[src/rtl/packet_slot_store.sv]
// Serial frame assembler with masked known-field check and an ID-keyed slot store.
// Accepted frames land in a matching, free or round-robin-replaced slot; readout is byte-addressed and registered.
module packet_slot_store #(
    parameter int FRAME_BITS = 192,
    parameter int SLOTS      = 4,
    parameter logic [FRAME_BITS-1:0] KNOWN_MASK  = {{96{1'b1}}, {96{1'b0}}},
    parameter logic [FRAME_BITS-1:0] KNOWN_VALUE =
        {32'hAAAAAAAA, 16'hD391, 16'hD391, 32'h0DFFFFFE, 96'h0},
    parameter int ID_LSB     = 64,
    parameter int ID_WIDTH   = 32,
    parameter int NBYTES     = FRAME_BITS / 8,
    parameter int SLOT_W     = $clog2(SLOTS),
    parameter int BYTE_W     = $clog2(NBYTES)
) (
    input  logic              clock,
    input  logic              reset,
    input  logic              frame_begin,
    input  logic              bit_valid,
    input  logic              bit_data,
    input  logic [SLOT_W-1:0] rd_slot,
    input  logic [BYTE_W-1:0] rd_byte,
    input  logic              rd_ack,
    output logic [7:0]        rd_data,
    output logic              rd_new,
    output logic [SLOTS-1:0]  slot_occupied,
    output logic              frame_valid,
    output logic              frame_reject,
    output logic [SLOT_W-1:0] slot_written,
    output logic [7:0]        valid_count,
    output logic [7:0]        reject_count
);

    localparam int CNT_W = $clog2(FRAME_BITS + 1);
    localparam logic [CNT_W-1:0]  FULL_COUNT = CNT_W'(FRAME_BITS);
    localparam logic [SLOT_W-1:0] LAST_SLOT  = SLOT_W'(SLOTS - 1);

    logic [FRAME_BITS-1:0] frame;
    logic [CNT_W-1:0]      bit_count;
    logic                  eval_pend;

    logic [FRAME_BITS-1:0] slot_data [SLOTS];
    logic [SLOTS-1:0]      new_flag;
    logic [SLOT_W-1:0]     replace_ptr;

    logic                  frame_ok;
    logic                  hit, have_free, use_ptr;
    logic [SLOT_W-1:0]     hit_idx, free_idx, target;
    logic [FRAME_BITS-1:0] rd_frame;
    logic [7:0]            rd_byte_val;

    // eval_pend marks the single cycle after the count first reaches FRAME_BITS
    always_ff @(posedge clock or posedge reset) begin
        if (reset) begin
            frame     <= '0;
            bit_count <= '0;
            eval_pend <= 1'b0;
        end else begin
            eval_pend <= 1'b0;
            if (frame_begin) begin
                bit_count <= bit_valid ? CNT_W'(1) : '0;
                if (bit_valid) frame <= {frame[FRAME_BITS-2:0], bit_data};
            end else if (bit_valid && bit_count != FULL_COUNT) begin
                frame     <= {frame[FRAME_BITS-2:0], bit_data};
                bit_count <= bit_count + 1'b1;
                if (bit_count == FULL_COUNT - 1'b1) eval_pend <= 1'b1;
            end
        end
    end

    always_comb begin
        frame_ok  = ((frame ^ KNOWN_VALUE) & KNOWN_MASK) == '0;
        hit       = 1'b0;
        hit_idx   = '0;
        have_free = 1'b0;
        free_idx  = '0;
        for (int unsigned i = 0; i < SLOTS; i++) begin
            if (!hit && slot_occupied[i] &&
                slot_data[i][ID_LSB +: ID_WIDTH] == frame[ID_LSB +: ID_WIDTH]) begin
                hit     = 1'b1;
                hit_idx = SLOT_W'(i);
            end
            if (!have_free && !slot_occupied[i]) begin
                have_free = 1'b1;
                free_idx  = SLOT_W'(i);
            end
        end
        use_ptr = !hit && !have_free;
        target  = hit ? hit_idx : (have_free ? free_idx : replace_ptr);
    end

    // The accept write to new_flag follows the ack clear, so a same-cycle write wins
    always_ff @(posedge clock or posedge reset) begin
        if (reset) begin
            for (int unsigned i = 0; i < SLOTS; i++) slot_data[i] <= '0;
            slot_occupied <= '0;
            new_flag      <= '0;
            replace_ptr   <= '0;
            frame_valid   <= 1'b0;
            frame_reject  <= 1'b0;
            slot_written  <= '0;
            valid_count   <= '0;
            reject_count  <= '0;
        end else begin
            frame_valid  <= 1'b0;
            frame_reject <= 1'b0;
            for (int unsigned i = 0; i < SLOTS; i++) begin
                if (rd_ack && rd_slot == SLOT_W'(i)) new_flag[i] <= 1'b0;
            end
            if (eval_pend) begin
                if (frame_ok) begin
                    frame_valid           <= 1'b1;
                    slot_data[target]     <= frame;
                    slot_occupied[target] <= 1'b1;
                    new_flag[target]      <= 1'b1;
                    slot_written          <= target;
                    if (valid_count != 8'hFF) valid_count <= valid_count + 1'b1;
                    if (use_ptr) replace_ptr <= (replace_ptr == LAST_SLOT) ? '0 : replace_ptr + 1'b1;
                end else begin
                    frame_reject <= 1'b1;
                    if (reject_count != 8'hFF) reject_count <= reject_count + 1'b1;
                end
            end
        end
    end

    always_comb begin
        rd_frame = '0;
        rd_new   = 1'b0;
        for (int unsigned i = 0; i < SLOTS; i++) begin
            if (rd_slot == SLOT_W'(i)) begin
                rd_new = new_flag[i];
                if (slot_occupied[i]) rd_frame = slot_data[i];
            end
        end
        rd_byte_val = '0;
        for (int unsigned k = 0; k < NBYTES; k++) begin
            if (rd_byte == BYTE_W'(k)) rd_byte_val = rd_frame[8*k +: 8];
        end
    end

    always_ff @(posedge clock or posedge reset) begin
        if (reset) rd_data <= '0;
        else       rd_data <= rd_byte_val;
    end

endmodule

[config.mk]
export PLATFORM = sky130hd
export DESIGN_NAME = packet_slot_store
export DESIGN_NICKNAME = d
export VERILOG_FILES = /design/src/rtl/packet_slot_store.sv
export SDC_FILE = /design/constraint.sdc
export NUM_CORES = 2
export LEC_CHECK = 0
export ABC_AREA = 0
export CORE_MARGIN = 1.5
export CORE_UTILIZATION = 65
export CTS_CLUSTER_DIAMETER = 60
export CTS_CLUSTER_SIZE = 28
export DETAILED_ROUTE_END_ITERATION = 8
export PLACE_DENSITY = 0.82
export SYNTH_ARGS = -nofsm -noshare
export SYNTH_HDL_FRONTEND = slang
export SYNTH_SLANG_ARGS = --single-unit
[constraint.sdc]
create_clock -name clock -period 58.8 [get_ports clock]
set_input_delay 5.88 -clock clock [delete_from_list [all_inputs] [get_ports clock]]
set_output_delay 5.88 -clock clock [all_outputs]
set_load 0.005 [all_outputs]
==> metrics.txt <==
Final Cell Area=roughly 45000 µm²; Post-CTS Hold Fix Bufs=0; leakage=about 0.023 µW; syn nets=about 3.2k; total track usage=30.9%; Tmin final=13420 ps; final-stage net count=3119; Max Freq=around 75 MHz; CTS resizes=0; RSZ-0062 raised after global routing=false; height of the chip=258 µm; Final period util=between 20% and 30%; outcome=completed; Hold Fails Final Rpt=0; CP Max Fanout=9; cell taking the most area after synthesis=dfrtp_1; DIE AREA=66700 µm²; Fin Hold WS=475 ps; Tightest Pin Transition=1120 ps; DR vias=26.7k; Starting Density=65.7%; Seq/Total Area, Yosys=between 50% and 60%; crit path kind=primary input to primary output; Yosys cell types=between 60 and 70; Routability Congestion=~0.9; Synth Flop Type=dfrtp_1; WL final=101000 µm; Clock Pin Slew Worst Setup and Hold Paths=about 90 ps; Tot Pwr=1230 µW; YS warnings=0; die width=258 µm; Post CTS Setup Buffer Count=0; CTS buffer count=57; Post-synth EDFFs=0; share of cells above drive strength 1=approximately 25%; worst clock skew=46.4 ps; Critical Path End Type=primary output; most frequent cell after synthesis=dfrtp_1; synth cell count leaders=dfrtp_1, mux2_2, a22oi_1; Synth top area share=between 50% and 60%; HPWL Detailed=62400 µm; layout overhead on the synthesized area=6.99%; largest net degree at the start of global routing=143; Final ANT Viol Nets=0; initial antenna violation count=3; cell area after synthesis=42300 µm²; post-synthesis async set-or-reset flop share=100%; CTS Buffer Depth=3; Initial DRC Count=2878; PwrDens=between 20 and 30 nW/µm²; startpoint types=primary input; port buffer count=45; clock sinks=between 1k and 1.5k; Synth area leaders=dfrtp_1, mux2_2, a22oi_1; average size of a mapped cell=13.3 µm²; Post-DP Area=43200 µm²; worst vdd ir=0.0285 mV; TritonRoute pass-1 iters=6; # rows=93; number of top-level pins=46; fin. max-slew vios=0; global route overflow=0; Max-Cap Viols=0; number of global-route vias before repair=27.6k; # DRC=0; CTS tree=done; Worst EP required=about 53000 ps; Syn Inst Count=3183; Min-Delay Path Class=flop to flop; Slew Limit Headroom=between 20% and 30%; core box area=between 60000 and 70000 µm²; Clock Latency Late Sink=680 ps; DR WL/cell=25.3 µm; Root Driver=clkbuf_16; Avg Vias per Cell=6.68; first-pass GRT wire length=160000 µm; post-synthesis register bit count=slightly above 1k; CP arrival=7540 ps; final setup fails=0; Fin Setup TNS=0 ps; CTS H-Tree Depth=2
layer usage:
| metal | wire, µm | GRT usage, % | vias up | part of all wire [%] |
|---|---|---|---|---|
| li1 | - | - | 11400 | - |
| met1 | 42400 | 43.5 | 14200 | 42 |
| met2 | 48100 | 48.4 | 945 | 48 |
| met3 | 7100 | 5.72 | 186 | 7.0 |
| met4 | 3600 | 11.4 | 2 | 3.6 |
| met5 | 13 | 0 | - | 0.013 |
flip-flops by register name, summed over array words and instances (netlist names):
name / count
valid_count: 8
eval_pend: 1
frame: 192
reject_count: 8
bit_count: 8
replace_ptr: 2
slot_occupied: 4
frame_reject: 1
new_flag: 4
rd_data: 8
slot_written: 2
frame_valid: 1
slot_data: 768
per-stage QoR:
| step | worst slack (ps) | util, % | cells |
|---|---|---|---|
| after floorplan | 24590 | - | 3183 |
| after global placement | 45400 | 67.1 | 3897 |
| after detailed placement | 45370 | 67.1 | 3897 |
| after CTS | 45360 | 70.2 | 3999 |
| after global routing | 45310 | 70.3 | 4001 |
| final | 45380 | 70.3 | 4001 |
worst paths after layout:
path	start	end	slack, ps	cells after the start
worst max register to register	frame[186]	slot_data[235]	53550	9
max in group asynchronous	reset	slot_data[509]	49610	5
worst min-delay path	slot_data[500]	slot_data[500]	470	1
worst min register to register	slot_data[500]	slot_data[500]	470	1
worst max-delay path	rd_slot[1]	rd_new	45380	3
min in group asynchronous	reset	frame[100]	5800	2
cells in the final DEF, fill, tap and decap left out, types with 4 or more instances in the layout:
cell type	n
and2_1	77
xnor2_1	54
o21ai_0	8
o22ai_1	59
nand2_1	45
mux2i_1	4
mux2_2	503
inv_1	14
xor2_1	90
nor4_1	56
or2_2	118
nor2b_1	78
a22oi_1	150
and3_1	4
inv_6	9
or4_1	9
and4b_1	6
a22o_1	118
mux2_1	73
nor2_1	13
and4_1	4
inv_8	11
ha_1	5
nor3_1	29
nor3b_1	4
nand4b_1	7
a221oi_1	116
nor4bb_1	5
clkbuf_16	57
nand3_1	21
dfrtp_1	1007
inv_16	4
buf_4	40
nand4_1	41
clkdlybuf4s50_1	45
a21oi_1	77
clkinv_8	9
nor4b_1	5
nand2b_1	117
cells by family (layout without fill, tap and decap cells):
family,count (synthesis),after routing,synth area share (%)
multiplexers,581,581,15.5
AND/OR/NAND/NOR,664,664,9.70
buffers and inverters,242,203,2.51
adder cells (fa/ha/maj),5,5,0.148
XOR/XNOR,144,144,2.98
other,0,2,0
AO/OA/AOI/OAI,540,540,9.67
flip-flops,1007,1007,59.5
report_power, final:
part	leakage (µW)	switching [µW]	total (µW)	internal, µW
Sequential	0.0140	21.7	727	705
Clock	0.000997	259	468	208
Combinational	0.00778	23.1	38.5	15.3
Total	0.0228	304	1230	929
critical path: stages:
cell	delay [ps]
clkdlybuf4s50_1	650
mux4_2	550
clkdlybuf4s50_1	460
cell type report:
class	count	area, µm²
Inverter	15	63.8
Clock buffer	57	1430
Clock inverter	45	629
Multi-Input combinational cell	1934	16100
Fill cell	4331	19200
Antenna cell	2	5.00
Timing Repair Buffer	86	771
Tap cell	855	1070
Sequential cell	1007	25200
(Power assumes the default switching activity.)
